**src/rtl/prog_sequencer.sv**
```systemverilog
// prog_sequencer: fetches instruction words (plus the immediate word for mvi)
// from a synchronous ROM and feeds them to the 16-bit core. It drives Run and
// waits for Done, and repeats until a HALT opcode or an execution timeout.
//
// Ports:
//   Clock, Resetn  - clock; synchronous active-low reset
//   Start          - start/restart from address 0 (IDLE, HALTED, FAULT only)
//   Addr           - ROM read address (equals PC)
//   MemData        - ROM read data, valid the cycle after Addr
//   DIN            - word presented to the core
//   Run            - core run enable (ISSUE and EXEC)
//   Done           - core instruction-complete flag (sampled in EXEC only)
//   Busy           - sequencing an instruction
//   Halted, Fault  - terminal status flags
//   InstrCount     - instructions completed since the last Start
module prog_sequencer #(
    parameter int unsigned ADDR_W  = 5,
    parameter int unsigned TIMEOUT = 8
) (
    input  logic              Clock,
    input  logic              Resetn,
    input  logic              Start,
    output logic [ADDR_W-1:0] Addr,
    input  logic [15:0]       MemData,
    output logic [15:0]       DIN,
    output logic              Run,
    input  logic              Done,
    output logic              Busy,
    output logic              Halted,
    output logic              Fault,
    output logic [15:0]       InstrCount
);

    localparam int unsigned STEP_W  = $clog2(TIMEOUT + 1);
    localparam logic [3:0]  OP_MVI  = 4'b0001;
    localparam logic [3:0]  OP_HALT = 4'b1111;

    typedef enum logic [3:0] {
        S_IDLE,
        S_FETCH,
        S_LATCH,
        S_FETCH_IMM,
        S_LATCH_IMM,
        S_ISSUE,
        S_EXEC,
        S_HALTED,
        S_FAULT
    } state_t;

    state_t              state;
    logic [ADDR_W-1:0]   pc;
    logic [15:0]         ir_q;
    logic [15:0]         imm_q;
    logic [15:0]         din_q;
    logic [15:0]         count_q;
    logic [STEP_W-1:0]   step;

    // Sequencer state machine and datapath registers
    always_ff @(posedge Clock) begin
        if (!Resetn) begin
            state   <= S_IDLE;
            pc      <= '0;
            ir_q    <= '0;
            imm_q   <= '0;
            din_q   <= '0;
            count_q <= '0;
            step    <= '0;
        end else begin
            case (state)
                S_IDLE, S_HALTED, S_FAULT: begin
                    if (Start) begin
                        pc      <= '0;
                        count_q <= '0;
                        step    <= '0;
                        state   <= S_FETCH;
                    end
                end
                S_FETCH: begin
                    state <= S_LATCH;
                end
                S_LATCH: begin
                    ir_q <= MemData;
                    pc   <= pc + ADDR_W'(1);
                    if (MemData[15:12] == OP_HALT) begin
                        state <= S_HALTED;
                    end else if (MemData[15:12] == OP_MVI) begin
                        state <= S_FETCH_IMM;
                    end else begin
                        // DIN must already show the instruction during ISSUE
                        din_q <= MemData;
                        state <= S_ISSUE;
                    end
                end
                S_FETCH_IMM: begin
                    state <= S_LATCH_IMM;
                end
                S_LATCH_IMM: begin
                    imm_q <= MemData;
                    pc    <= pc + ADDR_W'(1);
                    din_q <= ir_q;
                    state <= S_ISSUE;
                end
                S_ISSUE: begin
                    // Core loads IR in step 0; from EXEC on it sees the operand word
                    step  <= STEP_W'(1);
                    din_q <= (ir_q[15:12] == OP_MVI) ? imm_q : ir_q;
                    state <= S_EXEC;
                end
                S_EXEC: begin
                    // Done on the last allowed cycle still counts as completion
                    if (Done) begin
                        count_q <= count_q + 16'(1);
                        state   <= S_FETCH;
                    end else if (step == STEP_W'(TIMEOUT)) begin
                        state <= S_FAULT;
                    end else begin
                        step <= step + STEP_W'(1);
                    end
                end
                default: begin
                    state <= S_IDLE;
                end
            endcase
        end
    end

    // Outputs decoded from registered state only
    assign Addr       = pc;
    assign DIN        = din_q;
    assign InstrCount = count_q;
    assign Run        = (state == S_ISSUE) || (state == S_EXEC);
    assign Busy       = (state == S_FETCH) || (state == S_LATCH) ||
                        (state == S_FETCH_IMM) || (state == S_LATCH_IMM) ||
                        (state == S_ISSUE) || (state == S_EXEC);
    assign Halted     = (state == S_HALTED);
    assign Fault      = (state == S_FAULT);

endmodule

```
**config.mk**
```make
export PLATFORM = sky130hd
export DESIGN_NAME = prog_sequencer
export DESIGN_NICKNAME = d
export VERILOG_FILES = /design/src/rtl/prog_sequencer.sv
export SDC_FILE = /design/constraint.sdc
export NUM_CORES = 1
export LEC_CHECK = 0
export CAP_MARGIN = 20
export CELL_PAD_IN_SITES_DETAIL_PLACEMENT = 1
export CELL_PAD_IN_SITES_GLOBAL_PLACEMENT = 1
export CORE_AREA = 2 2 106 108
export DETAILED_ROUTE_END_ITERATION = 6
export DIE_AREA = 0 0 108 110
export PLACE_DENSITY_LB_ADDON = 0.15
export SLEW_MARGIN = 20
export SYNTH_ARGS = -nofsm -noshare
export SYNTH_HDL_FRONTEND = slang
export SYNTH_SLANG_ARGS = --single-unit
```
**constraint.sdc**
```tcl
create_clock -name Clock -period 3.69 [get_ports Clock]
set_clock_uncertainty 0.05 [all_clocks]
set_input_delay 0.5535 -clock Clock [delete_from_list [all_inputs] [get_ports Clock]]
set_output_delay 0.5535 -clock Clock [all_outputs]
set_load 0.005 [all_outputs]
```
==> out/metrics.cfg, run 1 <==
[synthesis]
syn-num-nets = 456
synth_top_area_cell = dfxtp_1
synth_cell_types = 52
synthXorXnorAreaFrac = 0.0378
synth.area.mux_share = 0.0469
ys_top_cells_by_count = nand2_1, dfxtp_1, a21boi_0
syn_inst = 432
synth_edf_count = 0
synth_area_um2 = 3710
synthAdderAreaFrac = 0.0135
synth_simple_gate_area_frac = 0.210
yosys_warnings = 0
synth_compound_area_frac = 0.235
synth_top_family_by_area = compound AO/OA/AOI/OAI gates
synth_top_area_frac = 0.415
async_flop_share = 0
synth_seq_cells = 77
synthTopCellsByArea = dfxtp_1, nand2_1, a21boi_0, mux2i_1, o221a_2
synthFlopType = dfxtp_1
yosysMostFrequentCell = nand2_1
synth.avg_cell_area_um2 = 8.59
ys_seq_area_frac = 0.415

[cts]
clockBufferDepth = 2
cts.clk_slew.worst_paths_ns = 0.09
cts-resized-gates = 0
h-tree-depth = 3
clock-sinks = 77
root_buffer = clkbuf_8
cts_setup_buffers = 0
cts_hold_buffers = 0
cts_made_buffers = 9
insertion_delay_ns = 0.36
cts_tree = done

[die]
fp.dieW_um = 108
fp-row-count = 38
die_h_um = 110
ioPinCount = 61
die-area_um2 = 11900
initial_core_util = 0.347
core-area_um2 = 10700

[worst_setup_path]
required_ns = 3.09
cp_top_family = flip-flops
worstPathArrival_ns = 2.11
worstPathCellList = nor3_1, nor3_1, clkdlybuf4s50_1
crit_fanout = 20
cpPeakStageDelay_ns = 0.77
worstSetupPathType = register to primary output
crit_path_start_kind = register
path_common_cell = nor3_1
rrSetupSlack_ns = 1.16
critPathSlowestCell = dfxtp_1
critPathBufInv = 1
crit_path_end_kind = primary output

[timing]
rsz0062_at_grt = false
hold_slack_ns = 0.418
setup_viol = 0
worstMarginPinSlew_ns = 0.908
finalCritPeriodShare = 0.734
period_needed_ns = 2.71
slew_headroom = 0.394
fmax_mhz = 369
maxSlewViolCount = 0
hold_violations = 0
setup_slack_ns = 0.980
totalNegativeSetupSlack_ns = 0

[final_layout]
final_util = 0.439
syn_to_final_growth_pct = 26.5
n_antenna_cell = 0
drive_gt1_frac = 0.103
fill_cells = 1255
final_cells = 634
nNetsFinal = 513
regArea_um2 = 1540
multi_input_area_um2 = 2020
stdcell_area_um2 = 4690

[global_route]
antenna_found_initial = 0
grt_pass1_vias = 3333
track_usage = 0.185
grt_pass1_wl_um = 16900
grt_max_degree = 44
grt_overflow_total = 0

[place]
pre_cts_ws_ns = 0.887
place.gp.congestion = 0.788
dp.cells = 618
dpl_cell_area_um2 = 4460
dp_hpwl_um = 7260
io_buffers = 60

[power_and_ir_drop]
finalPower_mw = 2.01
p_leak_nw = 1.68
irDropWorstVdd_mv = 0.219
powerDensity_nw_per_um2 = 429

[route]
ant_nets = 0
drt_iter0_drc = 143
drt-total-wl_um = 10400
vias = 3337
routedWlPerCell_um = 16.4
drc = 0
post_drt_via_cell_ratio = 5.26
drt-pass1-iter-count = 5

[min_path]
holdCritPathClass = register to register

[flow_run]
maxCapViolations = 0

[outcome]
status = completed

[worst paths after layout]
| kind | from | to | depth (start not counted) |
|---|---|---|---|
| max | state[1]$_SDFFE_PN0P_ | Busy | 3 |
| min | imm_q[12]$_SDFFE_PN0N_ | imm_q[12]$_SDFFE_PN0N_ | 2 |
| max reg2reg | state[1]$_SDFFE_PN0P_ | DIN[6]$_SDFFE_PN0P_ | 6 |
| min reg2reg | imm_q[12]$_SDFFE_PN0N_ | imm_q[12]$_SDFFE_PN0N_ | 2 |
[tightest hold or removal path, cell delays in order (launching register included)]
cell and delay (ns):
dfxtp_1 0.32, nand2_1 0.05, a21boi_0 0.06
[per-layer routing]
layer	vias to the layer above	track usage	routed length, um
met5	-	0	0
met1	1624	0.227	4730
met3	14	0.0294	271
li1	1645	-	-
met2	54	0.324	5210
met4	0	0.0723	174
[final cells by class]
type,instances,area share
multi-input cells,320,0.431
well taps,140,0.0373
repair buffers,73,0.148
clock buffers,10,0.0293
flip-flops and latches,77,0.328
inverters,8,0.00640
clock inverters,6,0.0200
[sequential cells by signal, indices dropped and copies added, names as in the netlist]
register    cells
ir_q           16
Addr            5
InstrCount     16
imm_q          16
DIN            16
state           4
step            4
[cell families after synthesis]
family | count (synthesis)
adders and majority gates | 4
muxes | 17
DFF | 77
AOI/OAI and AO/OA | 115
and+or+nand+nor | 168
xor gates and xnor gates | 16
buffers and inverters | 35
[report_power, final]
group / internal, mW / switching [mW]
Sequential: 0.879 / 0.0498
Combinational: 0.170 / 0.164
Clock: 0.404 / 0.344
Total: 1.45 / 0.558
[cells in the final DEF, fill, tap and decap left out, types with 3 or more instances in the layout]
cell type and n:
mux2_2 3, nor2_1 29, nand4_1 6, xnor2_1 3
and2_1 4, xor2_1 13, nor3_1 7, a21boi_0 33
o2111ai_1 4, o211ai_1 7, ha_1 4, nand2b_1 10
inv_1 8, mux2i_1 14, a31oi_1 5, clkbuf_8 10
nor2b_1 4, a2bb2oi_1 11, nand3_1 6, a21oi_1 12
o21ai_0 16, buf_4 13, nand2_1 83, or3_1 4
dfxtp_1 77, clkdlybuf4s50_1 59, o221a_2 11
Power figures use the tool's default switching activity.
==> inputs of run 2 (changes only) <==
clock period = 2.7 ns   (was 3.69 ns; I/O delays follow)
==> run 2 against run 1 <==
Sequential power up 37%. Largest cell class unchanged. Clock power increased by 20%. Critical path depth did not move. Register-to-register slack lost 0.70 ns. Global-route usage increased by 0.079 points. Routed wire length down 0.49%. Via count is 1.1% higher. Non-clock buffer count rose by 9. Combinational power is 42% higher. Core utilization rose by 0.35 points.
==> out/metrics.cfg, run 2 (synthesis results as in run 1) <==
[cts]
cts_setup_buffers = 0  ; unchanged
cts.clk_slew.worst_paths_ns = 0.08  ; was 0.09 ns
cts_tree = done  ; unchanged
insertion_delay_ns = 0.36  ; about the same
root_buffer = clkbuf_8  ; unchanged
cts_made_buffers = 9  ; unchanged
clockBufferDepth = 2  ; unchanged
h-tree-depth = 3  ; unchanged
clock-sinks = 77  ; unchanged

[route]
drc = 0  ; unchanged
drt-pass1-iter-count = 4  ; was 5
drt-total-wl_um = 10300  ; was 10400 um
ant_nets = 0  ; unchanged
vias = 3373  ; was 3337
post_drt_via_cell_ratio = 5.25  ; was 5.26
drt_iter0_drc = 115  ; was 143
routedWlPerCell_um = 16.1  ; was 16.4 um

[timing]
period_needed_ns = 2.37
finalCritPeriodShare = 0.879
maxSlewViolCount = 0  ; unchanged
slew_headroom = 0.353  ; was 0.394
totalNegativeSetupSlack_ns = 0  ; unchanged
hold_slack_ns = 0.412  ; was 0.418 ns
worstMarginPinSlew_ns = 0.963  ; was 0.908 ns
hold_violations = 0  ; unchanged
fmax_mhz = 421
setup_viol = 0  ; unchanged
setup_slack_ns = 0.327  ; was 0.980 ns
rsz0062_at_grt = false  ; unchanged

[worst_setup_path]
rrSetupSlack_ns = 0.46  ; was 1.16 ns
worstPathArrival_ns = 1.92  ; was 2.11 ns
crit_fanout = 10  ; was 20
reg2reg_depth = 6  ; unchanged
crit_path_end_kind = primary output  ; unchanged
worstSetupEndpoint = Fault  ; was Busy
worstSetupPathType = register to primary output  ; unchanged
critPathLaunch = state[0]$_SDFFE_PN0P_  ; was state[1]$_SDFFE_PN0P_
crit_path_start_kind = register  ; unchanged
r2r_end = imm_q[2]$_SDFFE_PN0N_  ; was DIN[6]$_SDFFE_PN0P_
required_ns = 2.25  ; was 3.09 ns
regToRegStartpoint = state[2]$_SDFFE_PN0P_  ; was state[1]$_SDFFE_PN0P_

[final_layout]
n_antenna_cell = 0  ; unchanged
final_cell_mix = nand2_1, dfxtp_1, clkdlybuf4s50_1, a21boi_0, nor2_1  ; unchanged
nNetsFinal = 522  ; was 513
syn_to_final_growth_pct = 27.5  ; was 26.5%
drive_gt1_frac = 0.119  ; was 0.103
final_common_cell = nand2_1  ; unchanged
fill_cells = 1262  ; was 1255

[outcome]
status = completed  ; unchanged

[global_route]
grt_pass1_vias = 3487  ; was 3333
grt_pass1_wl_um = 17200  ; was 16900 um
antenna_found_initial = 0  ; unchanged
grt_overflow_total = 0  ; unchanged
grt_max_degree = 27  ; was 44
track_usage = 0.185  ; about the same

[die]
fp.dieW_um = 108  ; unchanged
ioPinCount = 61  ; unchanged
fp-row-count = 38  ; unchanged
die_h_um = 110  ; unchanged
initial_core_util = 0.347  ; unchanged
core-area_um2 = 10700  ; unchanged
die-area_um2 = 11900  ; unchanged

[place]
place.gp.congestion = 0.799  ; was 0.788
dp_hpwl_um = 7240  ; was 7260 um
io_buffers = 60  ; unchanged
pre_cts_ws_ns = 0.268  ; was 0.887 ns

[power_and_ir_drop]
powerDensity_nw_per_um2 = 558  ; was 429 nW/um2
p_leak_nw = 1.71  ; was 1.68 nW
irDropWorstVdd_mv = 0.271  ; was 0.219 mV

[flow_run]
maxCapViolations = 0  ; unchanged

[min_path]
holdCritPathClass = register to register  ; unchanged

## run 2: through the flow
stage | cell area (um2) | utilization | total power, mW | instances
4_1_cts | 4730 | 0.442 | 2.69 | 643
6_report | 4730 | 0.442 | 2.64 | 643
2_1_floorplan | 3710 | - | 1.54 | 432
5_1_grt | 4730 | 0.442 | 2.78 | 643
3_5_place_dp | 4530 | 0.424 | 1.77 | 627
3_3_place_gp | 4530 | 0.424 | 1.76 | 627
## run 2: cell type report
class / instances / area (um2) / area share
clock buffers: 11 / 141 / 0.0299
clock inverters: 5 / 58.8 / 0.0124
inverters: 8 / 30.0 / 0.00635
multi-input cells: 320 / 2020 / 0.428
flip-flops and latches: 77 / 1540 / 0.326
well taps: 140 / 175 / 0.0370
repair buffers: 82 / 761 / 0.161
## run 2: repair_timing
item                       4_1_cts  5_1_grt
hold buffers                     0        0
setup endpoints to repair        0        1
gates resized for setup          0        1
## run 2: worst min-delay path by stage
stage | end | slack [ns] | depth (start not counted) | startpoint
4_1_cts | step[1]$_SDFFE_PN0P_ | 0.40 | 3 | Resetn
3_5_place_dp | imm_q[6]$_SDFFE_PN0N_ | 0.40 | 2 | imm_q[6]$_SDFFE_PN0N_
5_1_grt | state[0]$_SDFFE_PN0P_ | 0.42 | 2 | Resetn
6_report | imm_q[12]$_SDFFE_PN0N_ | 0.41 | 2 | imm_q[12]$_SDFFE_PN0N_
2_1_floorplan | step[3]$_SDFFE_PN0P_ | 0.38 | 1 | step[3]$_SDFFE_PN0P_
3_3_place_gp | imm_q[6]$_SDFFE_PN0N_ | 0.39 | 2 | imm_q[6]$_SDFFE_PN0N_
## run 2: per-layer routing
metal,vias to the layer above,wire [um],track usage
li1,1662,-,-
met1,1643,4660,0.225
met2,56,5190,0.330
met3,12,350,0.0388
met4,0,140,0.0595
met5,-,0,0
## run 2: power breakdown
| group | internal [mW] | total (mW) | switching (mW) |
|---|---|---|---|
| combinational | 0.243 | 0.475 | 0.232 |
| sequential | 1.20 | 1.27 | 0.0637 |
| clock | 0.455 | 0.902 | 0.448 |
| total | 1.90 | 2.64 | 0.744 |
## run 2: worst max-delay path: stages (launching register included)
cell             delay (ns)
dfxtp_1                0.44
nor3_1                 0.44
and2_1                 0.19
clkdlybuf4s50_1        0.49
